==> src/rtl/vram_arbiter.sv <==
// Single-port video RAM arbiter: video scanout reads have absolute priority, the CPU bus
// takes the free slots. One registered memory command per clock_50 cycle.
module vram_arbiter #(
    parameter int unsigned ADDR_W = 16,
    parameter int unsigned DATA_W = 24,
    parameter int unsigned CPU_W  = 8
) (
    input  logic              clock_50,
    input  logic              reset,
    input  logic              vid_req_i,
    input  logic [ADDR_W-1:0] vid_adr_i,
    output logic [DATA_W-1:0] vid_d_o,
    output logic              vid_valid_o,
    input  logic              cpu_req_i,
    input  logic              cpu_we_i,
    input  logic [ADDR_W-1:0] cpu_adr_i,
    input  logic [CPU_W-1:0]  cpu_wdata_i,
    output logic              cpu_ack_o,
    output logic [CPU_W-1:0]  cpu_rdata_o,
    output logic [ADDR_W-1:0] mem_adr_o,
    output logic              mem_we_o,
    output logic [DATA_W-1:0] mem_wdata_o,
    input  logic [DATA_W-1:0] mem_rdata_i,
    output logic [7:0]        stall_max_o,
    input  logic              stat_clr_i
);

    typedef enum logic [1:0] {StIdle, StRd1, StRd2, StAckW} cpu_state_e;

    cpu_state_e        state_q;
    logic [ADDR_W-1:0] mem_adr_q;
    logic              mem_we_q;
    logic [DATA_W-1:0] mem_wdata_q;
    logic              vtag1_q, vtag2_q;
    logic              vid_valid_q;
    logic [DATA_W-1:0] vid_d_q;
    logic              cpu_ack_q;
    logic [CPU_W-1:0]  cpu_rdata_q;
    logic [7:0]        wait_cnt_q, wait_cnt_d;
    logic [7:0]        stall_max_q, stall_max_d;
    logic              cpu_idle;
    logic              cpu_grant;

    assign cpu_idle  = (state_q == StIdle);
    assign cpu_grant = !vid_req_i && cpu_req_i && cpu_idle;

    // Counter saturates at 255, so stall_max inherits the same ceiling.
    always_comb begin
        wait_cnt_d = wait_cnt_q;
        if (cpu_grant) begin
            wait_cnt_d = 8'd0;
        end else if (cpu_req_i && cpu_idle && vid_req_i && (wait_cnt_q != 8'hFF)) begin
            wait_cnt_d = wait_cnt_q + 8'd1;
        end
        if (stat_clr_i) begin
            stall_max_d = 8'd0;
        end else begin
            stall_max_d = (wait_cnt_d > stall_max_q) ? wait_cnt_d : stall_max_q;
        end
    end

    always_ff @(posedge clock_50) begin
        if (!reset) begin
            state_q     <= StIdle;
            mem_adr_q   <= '0;
            mem_we_q    <= 1'b0;
            mem_wdata_q <= '0;
            vtag1_q     <= 1'b0;
            vtag2_q     <= 1'b0;
            vid_valid_q <= 1'b0;
            vid_d_q     <= '0;
            cpu_ack_q   <= 1'b0;
            cpu_rdata_q <= '0;
            wait_cnt_q  <= 8'd0;
            stall_max_q <= 8'd0;
        end else begin
            mem_we_q    <= 1'b0;
            mem_wdata_q <= '0;
            vtag1_q     <= 1'b0;
            vtag2_q     <= vtag1_q;
            vid_valid_q <= 1'b0;
            cpu_ack_q   <= 1'b0;
            wait_cnt_q  <= wait_cnt_d;
            stall_max_q <= stall_max_d;

            // vtag2 marks that mem_rdata now holds the word a video command asked for.
            if (vtag2_q) begin
                vid_valid_q <= 1'b1;
                vid_d_q     <= mem_rdata_i;
            end

            if (vid_req_i) begin
                mem_adr_q <= vid_adr_i;
                vtag1_q   <= 1'b1;
            end else if (cpu_grant) begin
                mem_adr_q   <= cpu_adr_i;
                mem_we_q    <= cpu_we_i;
                mem_wdata_q <= DATA_W'(cpu_wdata_i);
            end

            unique case (state_q)
                StIdle: begin
                    if (cpu_grant) begin
                        state_q <= cpu_we_i ? StAckW : StRd1;
                    end
                end
                StRd1: state_q <= StRd2;
                StRd2: begin
                    state_q     <= StIdle;
                    cpu_ack_q   <= 1'b1;
                    cpu_rdata_q <= mem_rdata_i[CPU_W-1:0];
                end
                StAckW: begin
                    state_q   <= StIdle;
                    cpu_ack_q <= 1'b1;
                end
            endcase
        end
    end

    assign mem_adr_o   = mem_adr_q;
    assign mem_we_o    = mem_we_q;
    assign mem_wdata_o = mem_wdata_q;
    assign vid_d_o     = vid_d_q;
    assign vid_valid_o = vid_valid_q;
    assign cpu_ack_o   = cpu_ack_q;
    assign cpu_rdata_o = cpu_rdata_q;
    assign stall_max_o = stall_max_q;

endmodule

==> config.mk <==
export PLATFORM = sky130hd
export DESIGN_NAME = vram_arbiter
export DESIGN_NICKNAME = d
export VERILOG_FILES = /design/src/rtl/vram_arbiter.sv
export SDC_FILE = /design/constraint.sdc
export NUM_CORES = 1
export LEC_CHECK = 0
export CORE_AREA = 8 8 115 85
export CTS_CLUSTER_SIZE = 28
export DETAILED_ROUTE_END_ITERATION = 16
export DIE_AREA = 0 0 123 93
export PLACE_DENSITY_LB_ADDON = 0.25
export SLEW_MARGIN = 10
export SYNTH_ARGS = -nofsm -noshare
export SYNTH_HDL_FRONTEND = slang
export SYNTH_SLANG_ARGS = --single-unit
export TNS_END_PERCENT = 30
==> constraint.sdc <==
create_clock -name clock_50 -period 6.5 [get_ports clock_50]
set_clock_uncertainty 0.15 [all_clocks]
set_input_delay 1.625 -clock clock_50 [delete_from_list [all_inputs] [get_ports clock_50]]
set_output_delay 1.625 -clock clock_50 [all_outputs]
set_load 0.05 [all_outputs]
==> results.cfg, run 1 <==
[die]
initial_utilization_pct = 43.0
die_h_um = 93
die_w_um = 123
rows = 28
pin_count = 153
die-area_sq_um = 11400
coreArea_sq_um = 8130

[timing]
setup_viol = 0
rsz0062_at_grt = no
holdWs_ns = 0.283
setup_tns_ns = 0
slew_viol_final = 0
fmax_ghz = 0.213
fin_ws_ns = 1.82
worst_pin_slew_ns = 0.832
period_minus_slack_ns = 4.68
slew_headroom_pct = 44.5
min_period_over_period_pct = 72.1
final-hold-violation-count = 0

[synth]
postSynthCellCount = 369
syn_area_per_cell_sq_um = 9.48
synth.top_cell.area_share_pct = 45.2
yosys.area.top_type = dfxtp_1
seq_area_frac_synth_pct = 45.2
synthTopCellsByArea = dfxtp_1 (45%), mux2i_1 (9.2%), nor2b_1 (6.4%)
ys.flop_type = dfxtp_1
ys.warnings.count = 0
synth_common_cells = dfxtp_1 (79), nand2_1 (39), nor2b_1 (36), mux2i_1 (32), nand3_1 (22)
netlist_area_sq_um = 3500
yosysUniqueCellTypes = 46
ys_ff_latch = 79
synth_edf_count = 0
async_reset_ff_share_pct = 0
synth.most_common_cell = dfxtp_1

[cells_and_area]
seqCellArea_sq_um = 1580
multiInputGateArea_sq_um = 1720
final_net_count = 574
antenna_cells = 0
final_area_sq_um = 5180
area_growth_pct = 48.1
fillers = 674
drive_gt1_share_pct = 6.00
fin_util_pct = 63.7

[global_route]
grt_pass1_vias = 2843
globalRouteOverflowTotal = 0
antenna_found_initial = 0
grt_max_degree = 64
grt_use_total_pct = 16.1
grt_pass1_wl_um = 14900

[clock_tree]
clkLatencyLatePin_ns = 0.32
clockBufferDepth = 2
cts_num_sinks = 79
ctsHoldBuffers = 0
cts_made_buffers = 9
cts.clk_slew.worst_paths_ns = 0.06
cts_tree = yes
root_buffer = clkbuf_16
postCtsSetupBuffers = 0
cts_resized = 0
cts_htree_levels = 3

[placement]
placed_area_sq_um = 4850
gp_congestion = 0.860
port_buffers = 136
dp_hpwl_um = 7000
dp_slack_ns = 1.48

[detailed_routing]
wire_per_inst_um = 15.8
via_count = 2975
dr.pass1.iters = 4
viasPerCell = 4.92
drt_iter0_markers = 172
drcViolationCount = 0
ant_nets = 0
drt-total-wl_um = 9530

[power]
p_switching_w = 0.000386
pwr-share-clk_pct = 40.5
p_int_w = 0.000965
p_comb_share_pct = 21.1
netSwitchingFraction_pct = 28.6
power_density_nw_per_um2 = 261
p_seq_share_pct = 38.4
vdd_drop_max_uv = 160
power_leakage_nw = 2.09

[worst_setup_path]
cp.required_ns = 6.59
cp-start-kind = input port
path_class = in -> reg
endpoint_kind = register
worst-path-max-fanout = 23
arrival_ns = 4.77

[status]
outcome = completed

[job]
maxCapViolCount = 0

[min_path]
min_path_type = reg -> reg
[state kept, by name, indices dropped and copies added, names as in the netlist]
register and cells:
vid_d_o 24, mem_adr_o 16, cpu_rdata_o 8, mem_wdata_o 8, stall_max_o 8, wait_cnt_q 8
state_q 2, cpu_ack_o 1, mem_we_o 1, vid_valid_o 1, vtag1_q 1, vtag2_q 1
[area by class of cell]
| type | instances | share of cell area (%) |
|---|---|---|
| multi-input combinational | 255 | 33.1 |
| sequential | 79 | 30.5 |
| timing repair buffer | 139 | 26.6 |
| clock buffer | 10 | 4.61 |
| tap | 105 | 2.54 |
| clock inverter | 6 | 1.79 |
| inverter | 11 | 0.797 |
[worst max-delay path, stage by stage]
cell,delay [ns]
clkdlybuf4s50_1,0.49
or3b_1,0.71
nor4_4,0.39
a2bb2oi_2,0.23
ha_1,0.29
a21oi_1,0.17
o21ai_0,0.12
o21ai_1,0.30
nand2_1,0.18
a211oi_1,0.26
[power groups by stage]
stage	registers (W)	clock network [W]	logic, W
floorplan	0.000597	0	0.000123
global placement	0.000528	0	0.000280
detailed placement	0.000529	0	0.000285
CTS	0.000519	0.000564	0.000286
global route	0.000521	0.000583	0.000304
finish	0.000519	0.000548	0.000285
[routing by layer]
metal  routed length, um  global-route usage, %
met5                   0                      0
met2                4060                   23.8
met4                  25                   3.90
met3                1260                   7.95
met1                4190                   20.6
[worst paths after layout]
kind                            startpoint                     endpoint  slack, ns  depth (start not counted)
hold reg to reg         vtag1_q$_SDFF_PN0_           vtag2_q$_SDFF_PN0_       0.28                          1
hold / removal          vtag1_q$_SDFF_PN0_           vtag2_q$_SDFF_PN0_       0.28                          1
setup / recovery                 cpu_req_i  stall_max_o[0]$_SDFFE_PP0N_       1.82                         10
setup reg to reg  wait_cnt_q[0]$_SDFF_PN0_  stall_max_o[0]$_SDFFE_PP0N_       3.24                         12
[cells by family (layout without fill, tap and decap cells)]
| group | count (synthesis) | count (layout) | synth area share (%) |
|---|---|---|---|
| flops | 79 | 79 | 45.2 |
| compound gates | 57 | 57 | 13.0 |
| simple gates | 141 | 141 | 22.0 |
| mux | 32 | 32 | 9.16 |
| buf+inv | 50 | 166 | 7.33 |
| fa+ha+maj | 9 | 9 | 3.22 |
| other cells | 1 | 16 | 0.107 |
[through the flow]
stage | cells | power, W
3_3_place_gp | 589 | 0.000809
3_5_place_dp | 589 | 0.000814
6_report | 605 | 0.00135
5_1_grt | 605 | 0.00141
4_1_cts | 605 | 0.00137
2_1_floorplan | 384 | 0.000719
[cell usage in the layout (no fill, tap or decap), types with 2 or more instances in the layout]
cell type and instances:
nor2b_1 36, nand3_1 22, inv_1 10, o211a_1 16, dfxtp_1 79, clkdlybuf4s50_1 135
nand2_1 39, nor2_1 4, conb_1 16, clkbuf_16 9, clkinvlp_4 2, a21oi_1 14
nor3_1 4, o21ai_0 4, o21ai_1 3, ha_1 9, mux2i_1 32, and2_1 19
a2bb2oi_2 2, buf_4 3, nand2b_1 2, bufinv_16 2, and3_1 3, a211oi_1 3
nand4_1 3, nor3b_1 3, a211oi_2 2
(Power assumes the default switching activity.)
==> run 2: changes to the inputs <==
CORE_AREA = 8 8 119 88   (was 8 8 115 85)
DIE_AREA = 0 0 127 96   (was 0 0 123 93)
clock period = 4.85 ns   (was 6.5 ns; I/O delays follow)
==> results.cfg, run 2 (synthesis gave the netlist of run 1 again) <==
[detailed_routing]
drt-total-wl_um = 9620
dr.pass1.iters = 5
wire_per_inst_um = 15.8
ant_nets = 0
drt_iter0_markers = 166
via_count = 2970
viasPerCell = 4.87
drcViolationCount = 0

[placement]
port_buffers = 136
placed_area_sq_um = 4870
gp_congestion = 0.892
dp_hpwl_um = 7150
dp_slack_ns = 0.498

[global_route]
grt_max_degree = 37
antenna_found_initial = 0
grt_use_total_pct = 16.0
grt_pass1_vias = 3042
globalRouteOverflowTotal = 0
grt_pass1_wl_um = 15400

[cells_and_area]
final_common_cell = clkdlybuf4s50_1
drive_gt1_share_pct = 6.18
final_net_count = 576
largest_reg_flops = 24
most-common-layout-cells = clkdlybuf4s50_1 (135), dfxtp_1 (79), nand2_1 (39)
antenna_cells = 0
area_growth_pct = 49.0
fillers = 746
final_area_sq_um = 5210

[power]
power_w = 0.00185
pwr-share-clk_pct = 41.7
vdd_drop_max_uv = 290
p_comb_share_pct = 20.7
p_int_w = 0.00133
power_density_nw_per_um2 = 355
p_seq_share_pct = 37.6
power_leakage_nw = 2.10
netSwitchingFraction_pct = 27.9
p_switching_w = 0.000516

[clock_tree]
clockBufferDepth = 2
cts_tree = yes
clkLatencyLatePin_ns = 0.33
cts_num_sinks = 79
root_buffer = clkbuf_16
cts_htree_levels = 3
cts_made_buffers = 9
ctsHoldBuffers = 0
cts_resized = 0
postCtsSetupBuffers = 0
cts.clk_slew.worst_paths_ns = 0.06

[worst_setup_path]
crit_chain = clkdlybuf4s50_1 > or3b_1 > a211oi_2 > inv_1 > ha_1 > nand4_1 > o21ai_1 > nand2_1 > a211oi_1
critPathSlowestCell = or3b_1
arrival_ns = 4.20
cpPeakStageDelay_ns = 0.54
path_class = in -> reg
cp-start-kind = input port
worst-path-max-fanout = 8
endpoint_kind = register
cp.required_ns = 4.95

[timing]
worst_pin_slew_ns = 0.584
slew_viol_final = 0
fin_ws_ns = 0.750
setup_viol = 0
slew_headroom_pct = 60.8
holdWs_ns = 0.285
setup_tns_ns = 0
fmax_ghz = 0.244
rsz0062_at_grt = no
final-hold-violation-count = 0
period_minus_slack_ns = 4.10
min_period_over_period_pct = 84.5

[die]
rows = 29
initial_utilization_pct = 40.2
die_w_um = 127
pin_count = 153
die-area_sq_um = 12200
die_h_um = 96
coreArea_sq_um = 8710

[job]
maxCapViolCount = 0

[status]
outcome = completed

[min_path]
min_path_type = reg -> reg
run 2: final timing paths:
check / startpoint / slack, ns / depth (start not counted) / end
setup / recovery: cpu_req_i / 0.75 / 9 / stall_max_o[0]$_SDFFE_PP0N_
hold reg to reg: vtag1_q$_SDFF_PN0_ / 0.29 / 1 / vtag2_q$_SDFF_PN0_
setup reg to reg: wait_cnt_q[0]$_SDFF_PN0_ / 1.51 / 11 / stall_max_o[0]$_SDFFE_PP0N_
hold / removal: vtag1_q$_SDFF_PN0_ / 0.29 / 1 / vtag2_q$_SDFF_PN0_
run 2: final cells by class:
type                    count  area, sq um  area share, %
flip-flops and latches     79         1580           30.3
well taps                 108          135           2.59
multi-input cells         255         1720           32.9
clock inverters             6          115           2.21
repair buffers            141         1390           26.7
clock buffers              10          229           4.39
inverters                  11         41.3          0.792
run 2: power groups by stage:
stage	sequential (W)	combinational, W	clock, W
finish	0.000695	0.000384	0.000772
detailed placement	0.000709	0.000383	0
CTS	0.000695	0.000385	0.000795
floorplan	0.000800	0.000165	0
global placement	0.000707	0.000378	0
global route	0.000697	0.000412	0.000824
run 2: worst max-delay path: cells and delay by family:
family                   cells  cell delay [ns]
AO/OA/AOI/OAI                3             1.15
AND/OR/NAND/NOR              3             0.95
buffers and inverters        2             0.59
adder cells (fa/ha/maj)      1             0.30
run 2: through the flow:
step                      cells  utilization (%)
after floorplan             384                -
after global placement      594             55.9
after detailed placement    594             55.9
after CTS                   610             59.9
after global routing        610             59.9
final                       610             59.9
run 2: per-layer routing:
metal / wire, um / GRT usage (%) / vias up
li1: - / - / 1487
met1: 4270 / 19.0 / 1347
met2: 4120 / 24.1 / 130
met3: 1160 / 9.46 / 6
met4: 65 / 4.04 / 0
met5: 0 / 0 / -
==> run 3: changes to the inputs <==
CORE_AREA = 8 8 124 92   (was 8 8 119 88)
DIE_AREA = 0 0 132 100   (was 0 0 127 96)
clock period = 3.7 ns   (was 4.85 ns; I/O delays follow)
==> results.cfg, run 3 (synthesis gave the netlist of run 1 again) <==
[die]
pin_count = 153
die_h_um = 100
initial_utilization_pct = 37.1
die_w_um = 132
rows = 30
die-area_sq_um = 13200
coreArea_sq_um = 9420

[cells_and_area]
area_growth_pct = 53.2
drive_gt1_share_pct = 9.63
final_common_cell = clkdlybuf4s50_1
largest_reg_flops = 24
final_net_count = 594
antenna_cells = 0
most-common-layout-cells = clkdlybuf4s50_1 (135), dfxtp_1 (79), nand2_1 (39)

[clock_tree]
cts_tree = yes
cts_made_buffers = 9
clockBufferDepth = 2
root_buffer = clkbuf_16
cts.clk_slew.worst_paths_ns = 0.06
cts_htree_levels = 3
clkLatencyLatePin_ns = 0.33
cts_num_sinks = 79

[detailed_routing]
drt-total-wl_um = 9770
via_count = 3041
drcViolationCount = 0
ant_nets = 0
dr.pass1.iters = 4
drt_iter0_markers = 144
viasPerCell = 4.70
wire_per_inst_um = 15.1

[power]
power_density_nw_per_um2 = 445
power_leakage_nw = 2.19
vdd_drop_max_uv = 274
power_w = 0.00239

[placement]
gp_congestion = 0.860
dp_hpwl_um = 7420
dp_slack_ns = -0.183
port_buffers = 136

[timing]
fmax_ghz = 0.285
slew_headroom_pct = 28.2
setup_viol = 0
period_minus_slack_ns = 3.51
min_period_over_period_pct = 94.8
slew_viol_final = 0
worst_pin_slew_ns = 1.08
final-hold-violation-count = 0
rsz0062_at_grt = no
fin_ws_ns = 0.193

[global_route]
globalRouteOverflowTotal = 0
grt_pass1_vias = 3053
grt_max_degree = 37
use_met2_pct = 24.0
grtUsageMet1_pct = 17.3
grt.busiest_layer = met2
grt_pass1_wl_um = 15900
grtUsageMet3_pct = 6.99
grt_use_total_pct = 14.8
antenna_found_initial = 0

[job]
maxCapViolCount = 0

[worst_setup_path]
cp.required_ns = 3.77
cp-start-kind = input port
worst-path-max-fanout = 7
path_class = in -> reg
endpoint_kind = register
arrival_ns = 3.58

[min_path]
min_path_type = reg -> reg

[status]
outcome = completed
==> run 3: cell types whose count changed in the layout (fill, tap and decap cells not counted), sizes merged <==
cell / change
bufinv: -1
buf: +18
clkinv: +3
clkinvlp: -1
inv: -2
==> run 3: path summary, 6_finish.rpt <==
path                                      end  cells past startpoint  slack, ns                      from
setup reg to reg  stall_max_o[1]$_SDFFE_PP0N_                     10       0.55  wait_cnt_q[0]$_SDFF_PN0_
hold / removal             vtag2_q$_SDFF_PN0_                      1       0.30        vtag1_q$_SDFF_PN0_
setup / recovery  stall_max_o[1]$_SDFFE_PP0N_                      9       0.19                 cpu_req_i
hold reg to reg            vtag2_q$_SDFF_PN0_                      1       0.30        vtag1_q$_SDFF_PN0_
==> run 3: critical path, stage by stage <==
cell,delay (ns)
clkdlybuf4s50_1,0.47
or3b_4,0.44
a221o_1,0.39
ha_1,0.29
nor2b_1,0.13
o211ai_1,0.25
a211o_1,0.26
a21oi_1,0.10
a311oi_1,0.31
==> run 3: cell type report <==
cell class	instances	area (sq um)
clock buffer	10	239
clock inverter	5	82.6
fill	863	4060
inverter	11	41.3
multi-input combinational	255	1730
sequential	79	1580
tap	128	160
timing repair buffer	159	1530
==> run 3: routing by layer <==
metal	up-vias	part of all wire (%)	routed length [um]
met2	93	46	4540
met1	1414	45	4380
met4	0	0.64	63
met5	-	0	0
met3	6	8.1	787
li1	1528	-	-
==> run 3: what timing repair did <==
action	4_1_cts	5_1_grt
endpoints found under the hold margin	0	0
hold buffers	0	0
buffers inserted	0	0
gates resized for setup	0	1
setup endpoints to repair	0	1
==> run 3: per-stage QoR <==
step / cell area, sq um / utilization (%) / instances / TNS (ns) / hold WS (ns)
final: 5360 / 56.9 / 647 / 0 / 0.296
after global routing: 5360 / 56.9 / 647 / 0 / 0.323
after CTS: 5360 / 56.9 / 647 / 0 / 0.298
after detailed placement: 5030 / 53.4 / 632 / -1.21 / 0.271
after global placement: 5030 / 53.4 / 632 / -0.638 / 0.272
after floorplan: 3550 / - / 384 / 0 / 0.262
==> run 3: where the power goes <==
| part | internal [W] | switching (W) |
|---|---|---|
| Combinational | 0.000221 | 0.000309 |
| Sequential | 0.000889 | 0.0000249 |
| Clock | 0.000606 | 0.000336 |
| Total | 0.00172 | 0.000670 |
